File: src/rtl/noc_pkg.sv
// Shared NoC link constants: flit layout, flit type codes and the default credit depth.
// Used by both ends of the credit-based link so sender and receiver agree on framing.
package noc_pkg;

   localparam int unsigned FLIT_W       = 20;
   localparam int unsigned TYPE_MSB     = 19;
   localparam int unsigned TYPE_LSB     = 18;
   localparam int unsigned CREDIT_DEPTH = 7;

   typedef enum logic [1:0] {
      FlitBody   = 2'b00,
      FlitHead   = 2'b01,
      FlitTail   = 2'b10,
      FlitSingle = 2'b11
   } flit_type_e;

   typedef enum logic {
      StIdle,
      StInPkt
   } frame_state_e;

   function automatic flit_type_e flit_type(input logic [FLIT_W-1:0] flit);
      return flit_type_e'(flit[TYPE_MSB:TYPE_LSB]);
   endfunction

endpackage

File: src/rtl/flit_fifo.sv
// Circular flit buffer with wrap-around pointers for arbitrary (non power-of-two) depth.
// Head is read combinationally and forced to zero while empty.
module flit_fifo
   import noc_pkg::*;
#(
   parameter int unsigned DEPTH = CREDIT_DEPTH,
   parameter int unsigned W     = FLIT_W
) (
   input  logic         clk,
   input  logic         rst,
   input  logic         push_i,
   input  logic [W-1:0] wdata_i,
   input  logic         pop_req_i,
   output logic [W-1:0] rdata_o,
   output logic         valid_o,
   output logic         pop_o,
   output logic         drop_o,
   output logic [3:0]   count_o
);

   localparam int unsigned     PtrW    = (DEPTH > 1) ? $clog2(DEPTH) : 1;
   localparam logic [PtrW-1:0] LastPtr = PtrW'(DEPTH - 1);
   localparam logic [3:0]      FullCnt = 4'(DEPTH);

   logic [W-1:0]    mem_q [DEPTH];
   logic [PtrW-1:0] wr_ptr_q, wr_ptr_d;
   logic [PtrW-1:0] rd_ptr_q, rd_ptr_d;
   logic [3:0]      count_q, count_d;
   logic            valid_q, valid_d;
   logic            full, pop, push_ok;

   assign full    = (count_q == FullCnt);
   assign pop     = valid_q & pop_req_i;
   // A full FIFO still accepts a flit when the head leaves in the same cycle.
   assign push_ok = push_i & (~full | pop);

   always_comb begin
      wr_ptr_d = wr_ptr_q;
      rd_ptr_d = rd_ptr_q;
      count_d  = count_q;
      if (push_ok) begin
         wr_ptr_d = (wr_ptr_q == LastPtr) ? '0 : wr_ptr_q + PtrW'(1);
      end
      if (pop) begin
         rd_ptr_d = (rd_ptr_q == LastPtr) ? '0 : rd_ptr_q + PtrW'(1);
      end
      case ({push_ok, pop})
         2'b10:   count_d = count_q + 4'd1;
         2'b01:   count_d = count_q - 4'd1;
         default: count_d = count_q;
      endcase
      valid_d = (count_d != 4'd0);
   end

   always_ff @(posedge clk or negedge rst) begin
      if (!rst) begin
         wr_ptr_q <= '0;
         rd_ptr_q <= '0;
         count_q  <= '0;
         valid_q  <= 1'b0;
      end else begin
         wr_ptr_q <= wr_ptr_d;
         rd_ptr_q <= rd_ptr_d;
         count_q  <= count_d;
         valid_q  <= valid_d;
      end
   end

   always_ff @(posedge clk) begin
      if (push_ok) begin
         mem_q[wr_ptr_q] <= wdata_i;
      end
   end

   assign rdata_o = valid_q ? mem_q[rd_ptr_q] : '0;
   assign valid_o = valid_q;
   assign pop_o   = pop;
   assign drop_o  = push_i & ~push_ok;
   assign count_o = count_q;

endmodule

File: src/rtl/credit_rx_port.sv
// Receive endpoint of the credit link: buffers flits, returns one credit per drained flit,
// and flags overflow and packet framing violations with sticky error bits.
module credit_rx_port
   import noc_pkg::*;
#(
   parameter int unsigned DEPTH = CREDIT_DEPTH,
   parameter int unsigned W     = FLIT_W
) (
   input  logic         clk,
   input  logic         rst,
   input  logic [W-1:0] datain,
   input  logic         in_valid,
   output logic [W-1:0] dataout,
   output logic         out_valid,
   input  logic         out_ready,
   output logic         co,
   output logic [3:0]   count,
   output logic         err_ovf,
   output logic         err_frame,
   input  logic         clr_err
);

   frame_state_e state_q, state_d;
   flit_type_e   ftype;
   logic         frame_err;
   logic         pop, drop;
   logic         co_q;
   logic         err_ovf_q, err_ovf_d;
   logic         err_frame_q, err_frame_d;

   flit_fifo #(
      .DEPTH(DEPTH),
      .W    (W)
   ) u_fifo (
      .clk      (clk),
      .rst      (rst),
      .push_i   (in_valid),
      .wdata_i  (datain),
      .pop_req_i(out_ready),
      .rdata_o  (dataout),
      .valid_o  (out_valid),
      .pop_o    (pop),
      .drop_o   (drop),
      .count_o  (count)
   );

   assign ftype = flit_type(datain);

   // Framing is tracked on every arriving flit, dropped or not.
   always_comb begin
      state_d   = state_q;
      frame_err = 1'b0;
      if (in_valid) begin
         unique case (state_q)
            StIdle: begin
               case (ftype)
                  FlitHead:   state_d = StInPkt;
                  FlitSingle: state_d = StIdle;
                  default:    frame_err = 1'b1;
               endcase
            end
            StInPkt: begin
               case (ftype)
                  FlitBody: state_d = StInPkt;
                  FlitTail: state_d = StIdle;
                  FlitHead: frame_err = 1'b1;
                  default: begin
                     frame_err = 1'b1;
                     state_d   = StIdle;
                  end
               endcase
            end
            default: state_d = StIdle;
         endcase
      end
   end

   // A new error event takes priority over a simultaneous clear.
   always_comb begin
      err_ovf_d   = drop | (err_ovf_q & ~clr_err);
      err_frame_d = frame_err | (err_frame_q & ~clr_err);
   end

   always_ff @(posedge clk or negedge rst) begin
      if (!rst) begin
         state_q     <= StIdle;
         co_q        <= 1'b0;
         err_ovf_q   <= 1'b0;
         err_frame_q <= 1'b0;
      end else begin
         state_q     <= state_d;
         co_q        <= pop;
         err_ovf_q   <= err_ovf_d;
         err_frame_q <= err_frame_d;
      end
   end

   assign co        = co_q;
   assign err_ovf   = err_ovf_q;
   assign err_frame = err_frame_q;

endmodule
File: config.mk
export PLATFORM = sky130hd
export DESIGN_NAME = credit_rx_port
export DESIGN_NICKNAME = d
export VERILOG_FILES = /design/src/rtl/noc_pkg.sv /design/src/rtl/flit_fifo.sv /design/src/rtl/credit_rx_port.sv
export SDC_FILE = /design/constraint.sdc
export NUM_CORES = 1
export LEC_CHECK = 0
export ABC_AREA = 1
export CAP_MARGIN = 30
export CELL_PAD_IN_SITES_DETAIL_PLACEMENT = 0
export CELL_PAD_IN_SITES_GLOBAL_PLACEMENT = 1
export CORE_ASPECT_RATIO = 2
export CORE_MARGIN = 2
export CORE_UTILIZATION = 32
export DETAILED_ROUTE_END_ITERATION = 12
export GPL_TIMING_DRIVEN = 0
export PLACE_DENSITY = 0.64
export REMOVE_ABC_BUFFERS = 1
export SKIP_LAST_GASP = 1
export SLEW_MARGIN = 20
export SYNTH_ARGS = -nofsm -noshare
export SYNTH_HDL_FRONTEND = slang
export SYNTH_HIERARCHICAL = 1
export SYNTH_SLANG_ARGS = --single-unit
File: constraint.sdc
create_clock -name clk -period 5.4 [get_ports clk]
set_input_delay 1.08 -clock clk [delete_from_list [all_inputs] [get_ports clk]]
set_output_delay 1.08 -clock clk [all_outputs]
set_load 0.05 [all_outputs]
==> results of run 1 <==
-- flip-flops by register name (all words and copies together), names as in the netlist --
register,count
u_fifo/mem_q,140
u_fifo/wr_ptr_q,3
err_frame,1
u_fifo/valid_o,1
u_fifo/rd_ptr_q,3
err_ovf,1
co,1
state_q,1
u_fifo/count_o,4
-- kinds of logic after synthesis --
family / count (synthesis)
simple gates: 164
xor+xnor: 1
buf+inv: 53
flops: 155
fa+ha+maj: 1
compound gates: 114
-- where the power goes --
| part | internal, mW | leakage [nW] | switching (mW) |
|---|---|---|---|
| logic | 0.718 | 0.988 | 1.58 |
| registers | 1.51 | 1.45 | 0.133 |
| clock network | 0.782 | 0.296 | 0.451 |
| total | 3.02 | 2.73 | 2.16 |
-- through the flow --
stage | setup TNS (ns) | cells | setup WS [ns]
global placement | -53.83 | 771 | -1.478
finish | 0 | 815 | 0.4862
detailed placement | 0 | 783 | 0.8632
global route | 0 | 815 | 0.3062
floorplan | 0 | 460 | 0.8526
CTS | 0 | 815 | 0.3759
-- routing by layer --
layer,global-route usage,routed length (um)
met1,0.1702,5939
met2,0.2811,8685
met3,0.03270,489
met4,0.06391,242
met5,0,0
-- Yosys cell counts --
master | count | area, sq um
a31oi_1 | 2 | 12.51
dfrtp_1 | 15 | 375.4
a211oi_1 | 41 | 307.8
clkbuf_1 | 8 | 30.03
edfxtp_1 | 140 | 4204
xor2_1 | 1 | 8.760
a21oi_1 | 21 | 105.1
nand3_2 | 2 | 20.02
nand2_4 | 1 | 11.26
inv_1 | 17 | 63.81
o21ai_1 | 4 | 20.02
nor2_1 | 48 | 180.2
nand3_1 | 25 | 125.1
o21ai_0 | 23 | 115.1
a21boi_0 | 1 | 7.510
nor4_1 | 1 | 6.260
buf_2 | 17 | 85.08
o211ai_2 | 1 | 12.51
nand2_2 | 4 | 25.02
nand3_4 | 1 | 17.52
nor2_2 | 4 | 25.02
or2_2 | 20 | 125.1
nand2_1 | 56 | 210.2
nand4_1 | 2 | 12.51
o211ai_1 | 20 | 150.1
clkinv_1 | 1 | 3.750
inv_2 | 7 | 26.28
a21o_1 | 1 | 7.510
clkbuf_2 | 3 | 15.01
ha_1 | 1 | 12.51
-- how the worst max path moves through the flow --
stage          cells after the start               start  slack, ns    endpoint
6_report                           6  u_fifo/rd_ptr_q[1]       0.49  dataout[0]
5_1_grt                            6  u_fifo/rd_ptr_q[1]       0.31  dataout[2]
4_1_cts                            6  u_fifo/rd_ptr_q[1]       0.38  dataout[0]
3_5_place_dp                       6  u_fifo/rd_ptr_q[1]       0.86  dataout[0]
3_3_place_gp                       5  u_fifo/rd_ptr_q[1]      -1.48  dataout[0]
2_1_floorplan                      4  u_fifo/rd_ptr_q[1]       0.85  dataout[0]
-- critical path, cell delays in order (launching register included) --
cell and delay, ns:
dfrtp_2 0.67, buf_12 0.26, inv_2 0.38, nor2_4 0.69, a211oi_1 0.17, a211oi_1 0.34
clkdlybuf4s50_1 0.88
-- final cells by class --
cell class                      count  area [sq um]  area share
Tap cell                          259         324.1     0.04090
Clock inverter                     12         171.4     0.02163
Timing Repair Buffer               64         728.2     0.09190
Inverter                           25         95.09     0.01200
Clock buffer                       20         446.7     0.05637
Sequential cell                   155          4582      0.5782
Multi-Input combinational cell    280          1577      0.1990
==> impl_table.tex, run 1 <==
\begin{tabular}{lr}
\hline
Metric & Value \\
\hline
\multicolumn{2}{l}{\textbf{Worst hold path}} \\
\quad Kind of path behind the tightest hold check & reg -> reg \\
\quad Worst Hold End & err\_ovf \\
\quad Worst hold path stage count & 1 \\
\quad Worst Hold Launch & err\_ovf \\
\multicolumn{2}{l}{\textbf{Logic synthesis}} \\
\quad Combinational family with the most area after synthesis & simple AND/OR/NAND/NOR gates \\
\quad Simple-gate share of the synthesized area & 0.1200 \\
\quad Sequential fraction of the synthesis area & 0.7245 \\
\quad Synthesized area per cell & 12.95 sq um \\
\quad Xor-xnor portion of the synthesized cell area & 0.001386 \\
\quad FF+latch count, synth & 155 \\
\quad Count of synthesis-stage warnings from yosys & 6 \\
\quad Compound-Gate Fraction of Synth Area & 0.1168 \\
\quad Mapped Cells & 488 \\
\quad Synthesized-area fraction occupied by adder cells & 0.001979 \\
\quad Portion of netlist area occupied by mux cells & 0 \\
\quad Distinct cell type count of the synthesized netlist & 30 \\
\quad Synth Cell Area & 0.006321 sq mm \\
\multicolumn{2}{l}{\textbf{Floorplan}} \\
\quad \# IOs & 53 \\
\quad Die boundary width & 103.4 um \\
\quad Starting Density & 0.3264 \\
\quad Row cnt & 72 \\
\quad Die area & 0.02096 sq mm \\
\quad Die height & 202.8 um \\
\quad Core box area & 0.01937 sq mm \\
\multicolumn{2}{l}{\textbf{Clock tree}} \\
\quad Number of hold buffers added after CTS & 0 \\
\quad TritonCTS clock tree & yes \\
\quad Clock transition at the registers of the reported paths & 0.06 ns \\
\quad Num CTS Buffers & 17 \\
\quad CTS sink cnt & 155 \\
\quad Post-cts repair resize count & 0 \\
\quad Bufs on Longest Clock Path & 2 \\
\quad Clock latency on the worst-skew pair & 0.42 ns \\
\quad Buffer cell driving the clock tree root & clkbuf\_16 \\
\quad H-Tree Level Count & 4 \\
\quad Post-CTS setup buffers & 0 \\
\multicolumn{2}{l}{\textbf{Power}} \\
\quad Cell Pwr Density & 653.1 mW/mm\^{}2 \\
\quad Total design power & 5.175 mW \\
\quad Leakage power total & 2.732 nW \\
\quad Highest ir drop seen on vdd & 0.3153 mV \\
\multicolumn{2}{l}{\textbf{Placed design}} \\
\quad Count of input and output buffers & 52 \\
\quad Gp weighted congestion & 0.7567 \\
\quad Placement-stage cell area & 0.007306 sq mm \\
\quad Detailed placement HPWL & 9.169 mm \\
\multicolumn{2}{l}{\textbf{Detailed routing}} \\
\quad DRC violations left & 0 \\
\quad DR iter-0 viols & 272 \\
\quad Via count & 4114 \\
\quad Post-route ant nets & 0 \\
\quad Iteration count of the initial detailed-routing pass & 4 \\
\quad Post-Route WL & 15.36 mm \\
\quad Drt via density & 5.048 \\
\quad WL/cell & 18.84 um \\
\multicolumn{2}{l}{\textbf{Worst setup path}} \\
\quad Reg-to-Reg End & u\_fifo/mem\_q[6][3] \\
\quad Length in cells of the worst reg-to-reg path & 6 \\
\quad Required time reported for the critical path endpoint & 4.32 ns \\
\quad Worst setup EP type & output port \\
\quad Top fanout value on the critical path & 44 \\
\quad Reg2Reg Setup Slack & 3.16 ns \\
\quad Setup Crit Path Kind & reg -> out \\
\quad Startpoint of the lowest-slack register-to-register path & u\_fifo/valid\_o \\
\quad Startpoint type of the worst setup path & register \\
\quad Worst path arrival time & 3.83 ns \\
\multicolumn{2}{l}{\textbf{Cells and area}} \\
\quad Post-route cell area & 0.007924 sq mm \\
\quad Top library cells by usage in the layout, fill and taps aside & 140 x edfxtp\_1, 56 x nand2\_1, 52 x clkdlybuf4s50\_1 \\
\quad Diodes inserted & 0 \\
\quad Fraction of the core area covered by cells at the end of the flow & 0.4091 \\
\quad Area Growth Syn to Fin & 25.36\% \\
\quad Most frequent standard cell in the layout excluding fill and tap cells & edfxtp\_1 \\
\quad Ratio of cells with drive above 1 in the final layout & 0.1673 \\
\quad Final-stage net count & 569 \\
\quad Number of fill cells in the layout & 1761 \\
\multicolumn{2}{l}{\textbf{STA}} \\
\quad Pins Over Slew Limit & 0 \\
\quad Setup repair after global routing missed its margin & no \\
\quad Maximum clock frequency & 203.5 MHz \\
\quad Final Critical Period & 4.914 ns \\
\quad Final worst clock skew & 0.01160 ns \\
\quad Slew at the pin closest to its max-slew limit & 0.9268 ns \\
\quad Final number of hold-violating endpoints & 0 \\
\quad Relative max-transition margin & 0.3812 \\
\quad Minimum hold slack & 0.4871 ns \\
\quad Part of the cycle the worst path needs & 0.9100 \\
\quad Final setup vio count & 0 \\
\multicolumn{2}{l}{\textbf{Global routing}} \\
\quad All-layer global routing usage & 0.1553 \\
\quad Total congestion overflow & 0 \\
\quad Wire length of the first global-routing pass & 23.74 mm \\
\quad Initial antenna violation count & 0 \\
\quad Maximum number of pins on one net before global-route repair & 45 \\
\quad Via count of the first global-routing pass & 4288 \\
\multicolumn{2}{l}{\textbf{Run status}} \\
\quad Outcome & complete, no violations \\
\multicolumn{2}{l}{\textbf{Job}} \\
\quad Number of maximum-capacitance constraint violations & 0 \\
\hline
\end{tabular}
No activity file was read; power rests on OpenSTA's default activity.
==> inputs of run 2 (changes only) <==
--- a/config.mk
+++ b/config.mk
@@ -14,7 +14,7 @@
 export CORE_UTILIZATION = 32
 export DETAILED_ROUTE_END_ITERATION = 12
 export GPL_TIMING_DRIVEN = 0
-export PLACE_DENSITY = 0.64
+export PLACE_DENSITY = 0.66
 export REMOVE_ABC_BUFFERS = 1
 export SKIP_LAST_GASP = 1
 export SLEW_MARGIN = 20
==> constraint.sdc (replaced) <==
create_clock -name clk -period 4.5 [get_ports clk]
set_input_delay 0.9 -clock clk [delete_from_list [all_inputs] [get_ports clk]]
set_output_delay 0.9 -clock clk [all_outputs]
set_load 0.05 [all_outputs]
==> impl_table.tex, run 2 (synthesis results as in run 1) <==
\begin{tabular}{lr}
\hline
Metric & Value \\
\hline
\multicolumn{2}{l}{\textbf{Cells and area}} \\
\quad Number of fill cells in the layout & 1766 (+0.28\%) \\
\quad Area Growth Syn to Fin & 27.18\% \\
\quad Final-stage net count & 571 (+0.35\%) \\
\quad Most frequent standard cell in the layout excluding fill and tap cells & edfxtp\_1 \\
\quad Biggest register & u\_fifo/mem\_q \\
\quad Top library cells by usage in the layout, fill and taps aside & 140 x edfxtp\_1, 56 x nand2\_1, 52 x clkdlybuf4s50\_1 \\
\quad Total area of multi-input combinational cells & 0.001583 sq mm (+0.40\%) \\
\quad Ratio of cells with drive above 1 in the final layout & 0.1685 (+0.001193) \\
\quad Final Non-Filler Cells & 817 (+0.25\%) \\
\quad Register Area & 0.004582 sq mm (unchanged) \\
\quad Diodes inserted & 0 (unchanged) \\
\quad Flip-flop count of the largest register, all copies and words added & 140 (unchanged) \\
\multicolumn{2}{l}{\textbf{Worst setup path}} \\
\quad Library cell contributing the largest single delay on the critical path & clkdlybuf4s50\_1 \\
\quad Number of buffers and inverters on the critical path & 2 (-1) \\
\quad Worst setup EP type & output port \\
\quad Critical Path Max Stage Delay & 0.90 ns (+0.02 ns) \\
\quad Cell type group with the largest total delay on the critical path & buffers and inverters \\
\quad Series of cell instances along the critical path & inv\_4 > nor2\_4 > a211oi\_1 > a211oi\_1 > clkdlybuf4s50\_1 \\
\quad Startpoint type of the worst setup path & register \\
\quad Top fanout value on the critical path & 45 (+2.3\%) \\
\quad Startpoint of the lowest-slack register-to-register path & u\_fifo/valid\_o \\
\quad CP Launch Point & u\_fifo/rd\_ptr\_q[1] \\
\quad Setup Crit Path Kind & reg -> out \\
\quad CP most frequent cell & a211oi\_1 \\
\quad Worst path arrival time & 3.46 ns (-0.37 ns) \\
\quad Required time reported for the critical path endpoint & 3.60 ns (-0.72 ns) \\
\multicolumn{2}{l}{\textbf{Clock tree}} \\
\quad Bufs on Longest Clock Path & 2 (unchanged) \\
\quad Buffer cell driving the clock tree root & clkbuf\_16 \\
\quad CTS sink cnt & 155 (unchanged) \\
\quad Clock latency on the worst-skew pair & 0.42 ns (about the same) \\
\quad TritonCTS clock tree & yes \\
\quad Num CTS Buffers & 17 (unchanged) \\
\quad Clock transition at the registers of the reported paths & 0.06 ns (about the same) \\
\quad Post-CTS setup buffers & 0 (unchanged) \\
\quad H-Tree Level Count & 4 (unchanged) \\
\multicolumn{2}{l}{\textbf{STA}} \\
\quad Final Critical Period & 4.355 ns \\
\quad Part of the cycle the worst path needs & 0.9678 \\
\quad Pins Over Slew Limit & 0 (unchanged) \\
\quad Final setup vio count & 0 (unchanged) \\
\quad Final worst clock skew & 0.005199 ns (-0.006404 ns) \\
\quad Final number of hold-violating endpoints & 0 (unchanged) \\
\quad Maximum clock frequency & 229.6 MHz \\
\quad Slew at the pin closest to its max-slew limit & 0.7825 ns (-0.1443 ns) \\
\quad Accumulated negative setup slack & 0 ns (unchanged) \\
\quad Relative max-transition margin & 0.4740 (+0.09279) \\
\quad Setup repair after global routing missed its margin & no \\
\multicolumn{2}{l}{\textbf{Detailed routing}} \\
\quad Post-Route WL & 15.61 mm (+1.7\%) \\
\quad Post-route ant nets & 0 (unchanged) \\
\quad Via count & 4153 (+0.95\%) \\
\quad Iteration count of the initial detailed-routing pass & 4 (unchanged) \\
\quad WL/cell & 19.11 um (+1.4\%) \\
\quad DR iter-0 viols & 220 (-19\%) \\
\quad Drt via density & 5.083 (+0.70\%) \\
\quad DRC violations left & 0 (unchanged) \\
\multicolumn{2}{l}{\textbf{Power}} \\
\quad Fraction of power consumed by combinational cells & 0.439 (-0.004) \\
\quad Total design power & 6.361 mW (+23\%) \\
\quad Cell Pwr Density & 791.2 mW/mm\^{}2 (+21\%) \\
\quad Switching share of power & 0.4114 (-0.005821) \\
\quad Leakage power total & 2.770 nW (+1.4\%) \\
\quad Proportion of power drawn by the clock network & 0.247 (+0.009) \\
\quad Flop pwr share & 0.313 (-0.005) \\
\quad Power Internal & 3.744 mW (+24\%) \\
\quad Highest ir drop seen on vdd & 0.4004 mV (+27\%) \\
\quad Switching power total & 2.617 mW (+21\%) \\
\multicolumn{2}{l}{\textbf{Floorplan}} \\
\quad Core box area & 0.01937 sq mm (unchanged) \\
\quad Row cnt & 72 (unchanged) \\
\quad Die height & 202.8 um (unchanged) \\
\quad Starting Density & 0.3264 (unchanged) \\
\quad Die area & 0.02096 sq mm (unchanged) \\
\quad Die boundary width & 103.4 um (unchanged) \\
\quad \# IOs & 53 (unchanged) \\
\multicolumn{2}{l}{\textbf{Global routing}} \\
\quad Initial antenna violation count & 0 (unchanged) \\
\quad Total congestion overflow & 0 (unchanged) \\
\quad Wire length of the first global-routing pass & 23.94 mm (+0.85\%) \\
\quad Maximum number of pins on one net before global-route repair & 46 (+2.2\%) \\
\quad All-layer global routing usage & 0.1579 (+0.002546) \\
\quad Via count of the first global-routing pass & 4417 (+3.0\%) \\
\multicolumn{2}{l}{\textbf{Job}} \\
\quad Number of maximum-capacitance constraint violations & 0 (unchanged) \\
\multicolumn{2}{l}{\textbf{Worst hold path}} \\
\quad Worst Hold Launch & err\_ovf \\
\quad Kind of path behind the tightest hold check & reg -> reg \\
\multicolumn{2}{l}{\textbf{Placed design}} \\
\quad Detailed placement HPWL & 9.509 mm (+3.7\%) \\
\quad Inst Count DP & 784 (+0.13\%) \\
\quad Gp weighted congestion & 0.7641 (+0.98\%) \\
\quad Count of input and output buffers & 52 (unchanged) \\
\multicolumn{2}{l}{\textbf{Run status}} \\
\quad Outcome & complete, no violations \\
\hline
\end{tabular}
run 2: final cells by class:
type,instances,area share
repair buffers,65,0.09852
clock inverters,12,0.02755
clock buffers,20,0.05432
well taps,259,0.04031
inverters,25,0.01245
multi-input cells,281,0.1969
flip-flops and latches,155,0.5700
run 2: stage by stage:
| stage | setup slack (ns) | hold slack (ns) | utilization | instance area (sq um) |
|---|---|---|---|---|
| 6_report | 0.1448 | 0.4912 | 0.4151 | 8039 |
| 5_1_grt | 0.02790 | 0.5100 | 0.4151 | 8039 |
| 4_1_cts | 0.04139 | 0.4910 | 0.4149 | 8036 |
| 3_5_place_dp | 0.07086 | 0.4723 | 0.3805 | 7370 |
| 3_3_place_gp | -2.257 | 0.4682 | 0.3632 | 7036 |
| 2_1_floorplan | 0.1326 | 0.4663 | - | 6191 |
run 2: final timing paths:
path / to / slack, ns / depth (start not counted)
worst max register to register: u_fifo/mem_q[6][2] / 2.17 / 6
max in group asynchronous: u_fifo/rd_ptr_q[0] / 3.09 / 1
min in group asynchronous: u_fifo/count_o[1] / 0.91 / 1
worst min register to register: err_ovf / 0.49 / 1
worst max-delay path: dataout[19] / 0.14 / 5
worst min-delay path: err_ovf / 0.49 / 1
run 2: power by group through the flow:
stage | clock network, mW | registers, mW | logic (mW)
after floorplan | 0 | 2.09 | 1.59
after global placement | 0 | 2.09 | 2.49
after detailed placement | 0 | 2.02 | 2.81
after CTS | 1.61 | 1.99 | 2.82
after global routing | 1.67 | 2.02 | 2.98
final | 1.57 | 1.99 | 2.79
run 2: repair_timing:
action | 4_1_cts | 5_1_grt
hold buffers | 0 | 0
cloned | 1 | 0
endpoints found under the setup margin | 20 | 1
pin swaps | 1 | 0
resized for setup | 1 | 2
run 2: per-layer routing:
layer,part of all wire,wire length [um],vias to the layer above,track usage
met5,0,0,-,0
met4,0.024,380,0,0.06861
met3,0.034,536,26,0.03821
met2,0.57,8853,89,0.2899
met1,0.37,5843,2128,0.1639
li1,-,-,1910,-
==> inputs of run 3 (changes only) <==
--- a/config.mk
+++ b/config.mk
@@ -6,7 +6,6 @@
 export NUM_CORES = 1
 export LEC_CHECK = 0
 export ABC_AREA = 1
-export CAP_MARGIN = 30
 export CELL_PAD_IN_SITES_DETAIL_PLACEMENT = 0
 export CELL_PAD_IN_SITES_GLOBAL_PLACEMENT = 1
 export CORE_ASPECT_RATIO = 2
==> impl_table.tex, run 3 (synthesis results as in run 1) <==
\begin{tabular}{lr}
\hline
Metric & Value \\
\hline
\multicolumn{2}{l}{\textbf{Detailed routing}} \\
\quad DRC violations left & 0 (unchanged) \\
\quad Post-Route WL & 15.24 mm (-2.4\%) \\
\quad Via count & 4062 (-2.2\%) \\
\quad Iteration count of the initial detailed-routing pass & 6 (+2) \\
\quad Drt via density & 4.978 (-2.1\%) \\
\quad DR iter-0 viols & 237 (+7.7\%) \\
\quad WL/cell & 18.68 um (-2.3\%) \\
\quad Post-route ant nets & 0 (unchanged) \\
\multicolumn{2}{l}{\textbf{Clock tree}} \\
\quad Bufs on Longest Clock Path & 2 (unchanged) \\
\quad Clock latency on the worst-skew pair & 0.42 ns (about the same) \\
\quad H-Tree Level Count & 4 (unchanged) \\
\quad Post-CTS setup buffers & 0 (unchanged) \\
\quad TritonCTS clock tree & yes \\
\quad Num CTS Buffers & 17 (unchanged) \\
\quad Number of hold buffers added after CTS & 0 (unchanged) \\
\quad Buffer cell driving the clock tree root & clkbuf\_16 \\
\quad Clock transition at the registers of the reported paths & 0.06 ns (about the same) \\
\quad CTS sink cnt & 155 (unchanged) \\
\multicolumn{2}{l}{\textbf{Cells and area}} \\
\quad Diodes inserted & 0 (unchanged) \\
\quad Area Growth Syn to Fin & 26.09\% \\
\quad Top library cells by usage in the layout, fill and taps aside & 140 x edfxtp\_1, 56 x nand2\_1, 52 x clkdlybuf4s50\_1 \\
\quad Fraction of the core area covered by cells at the end of the flow & 0.4115 (-0.003553) \\
\quad Final-stage net count & 570 (-0.18\%) \\
\quad Most frequent standard cell in the layout excluding fill and tap cells & edfxtp\_1 \\
\quad Ratio of cells with drive above 1 in the final layout & 0.1670 (-0.001493) \\
\quad Number of fill cells in the layout & 1751 (-0.85\%) \\
\quad Flip-flop count of the largest register, all copies and words added & 140 (unchanged) \\
\quad Biggest register & u\_fifo/mem\_q \\
\multicolumn{2}{l}{\textbf{STA}} \\
\quad Final setup vio count & 0 (unchanged) \\
\quad Pins Over Slew Limit & 0 (unchanged) \\
\quad Maximum clock frequency & 232.9 MHz (+1.4\%) \\
\quad Final worst clock skew & 0.005478 ns (+0.0002784 ns) \\
\quad Setup repair after global routing missed its margin & no \\
\quad Slew at the pin closest to its max-slew limit & 1.033 ns (+0.2504 ns) \\
\quad Accumulated negative setup slack & 0 ns (unchanged) \\
\quad Final Critical Period & 4.295 ns (-0.06062 ns) \\
\quad Final number of hold-violating endpoints & 0 (unchanged) \\
\quad Relative max-transition margin & 0.3107 (-0.1633) \\
\quad Part of the cycle the worst path needs & 0.9544 (-0.01347) \\
\multicolumn{2}{l}{\textbf{Placed design}} \\
\quad Gp weighted congestion & 0.7641 (unchanged) \\
\quad Count of input and output buffers & 52 (unchanged) \\
\quad Detailed placement HPWL & 9.362 mm (-1.6\%) \\
\multicolumn{2}{l}{\textbf{Worst setup path}} \\
\quad Number of buffers and inverters on the critical path & 2 (unchanged) \\
\quad Series of cell instances along the critical path & inv\_4 > nor2\_4 > a211oi\_1 > a211oi\_1 > clkdlybuf4s50\_1 \\
\quad Cell type group with the largest total delay on the critical path & buffers and inverters \\
\quad Worst path arrival time & 3.39 ns (-0.07 ns) \\
\quad Reg2Reg Setup Slack & 2.17 ns (about the same) \\
\quad Top fanout value on the critical path & 45 (unchanged) \\
\quad CP most frequent cell & a211oi\_1 \\
\quad Library cell contributing the largest single delay on the critical path & clkdlybuf4s50\_1 \\
\quad Required time reported for the critical path endpoint & 3.60 ns (about the same) \\
\quad Startpoint type of the worst setup path & register \\
\quad Worst setup EP type & output port \\
\quad Setup Crit Path Kind & reg -> out \\
\quad Critical Path Max Stage Delay & 0.90 ns (about the same) \\
\multicolumn{2}{l}{\textbf{Job}} \\
\quad Number of maximum-capacitance constraint violations & 0 (unchanged) \\
\multicolumn{2}{l}{\textbf{Global routing}} \\
\quad Met1 demand-to-capacity share in global routing & 0.1611 (-0.002816) \\
\quad All-layer global routing usage & 0.1547 (-0.003207) \\
\quad M2 GR Usage & 0.2887 (-0.001152) \\
\quad Via count of the first global-routing pass & 4345 (-1.6\%) \\
\quad Layer with the highest usage after global routing & met2 \\
\quad Global-route met3 utilization & 0.03408 (-0.004131) \\
\quad Wire length of the first global-routing pass & 23.46 mm (-2.0\%) \\
\quad Initial antenna violation count & 0 (unchanged) \\
\quad Total congestion overflow & 0 (unchanged) \\
\quad Maximum number of pins on one net before global-route repair & 46 (unchanged) \\
\multicolumn{2}{l}{\textbf{Floorplan}} \\
\quad Core box area & 0.01937 sq mm (unchanged) \\
\quad \# IOs & 53 (unchanged) \\
\quad Die area & 0.02096 sq mm (unchanged) \\
\quad Row cnt & 72 (unchanged) \\
\quad Die boundary width & 103.4 um (unchanged) \\
\quad Starting Density & 0.3264 (unchanged) \\
\quad Die height & 202.8 um (unchanged) \\
\multicolumn{2}{l}{\textbf{Power}} \\
\quad Total design power & 6.191 mW (-2.7\%) \\
\quad Cell Pwr Density & 776.8 mW/mm\^{}2 (-1.8\%) \\
\quad Leakage power total & 2.759 nW (-0.43\%) \\
\quad Highest ir drop seen on vdd & 0.4079 mV (+1.9\%) \\
\multicolumn{2}{l}{\textbf{Run status}} \\
\quad Outcome & complete, no violations \\
\multicolumn{2}{l}{\textbf{Worst hold path}} \\
\quad Kind of path behind the tightest hold check & reg -> reg \\
\hline
\end{tabular}
-- run 3: cell types whose count changed in the layout (fill, tap and decap cells not counted), sizes merged --
cell / delta
bufinv: -5
clkbuf: +5
inv: +5
clkinvlp: -3
clkinv: -2
buf: -1
-- run 3: worst paths after layout --
check | startpoint | to | cells past startpoint
worst max-delay path | u_fifo/rd_ptr_q[1] | dataout[19] | 5
worst min-delay path | err_ovf | err_ovf | 1
worst max register to register | u_fifo/valid_o | u_fifo/mem_q[6][14] | 6
worst min register to register | err_ovf | err_ovf | 1
max in group asynchronous | rst | u_fifo/rd_ptr_q[0] | 1
min in group asynchronous | rst | u_fifo/count_o[1] | 1
-- run 3: layout make-up --
class	count	area (sq um)	share of cell area
sequential	155	4582	0.5749
timing repair buffer	64	764.5	0.09592
inverter	25	100.1	0.01256
clock buffer	25	550.5	0.06907
clock inverter	7	66.31	0.008320
tap	259	324.1	0.04066
multi-input combinational	281	1583	0.1986
-- run 3: what timing repair did --
action	CTS	global route
gates resized for setup	1	2
pin swaps	1	0
cloned	1	0
endpoints found under the setup margin	20	1
-- run 3: per-layer routing --
metal / vias up / share of wire
met5: - / 0
met1: 2036 / 0.37
li1: 1911 / -
met4: 0 / 0.021
met2: 94 / 0.57
met3: 21 / 0.036
-- run 3: power breakdown --
part / internal [mW] / switching [mW] / leakage (nW)
combinational: 0.871 / 1.88 / 1.00
sequential: 1.82 / 0.179 / 1.45
clock: 0.909 / 0.538 / 0.310
-- run 3: per-stage QoR --
stage	hold slack [ns]	cell area, sq um	cells	worst slack [ns]
final	0.4907	7970	816	0.2054
after global routing	0.5096	7970	816	0.03784
after CTS	0.4910	7968	816	0.05534
after detailed placement	0.4723	7342	783	0.09405
after global placement	0.4682	7036	771	-2.257
after floorplan	0.4663	6191	460	0.1326
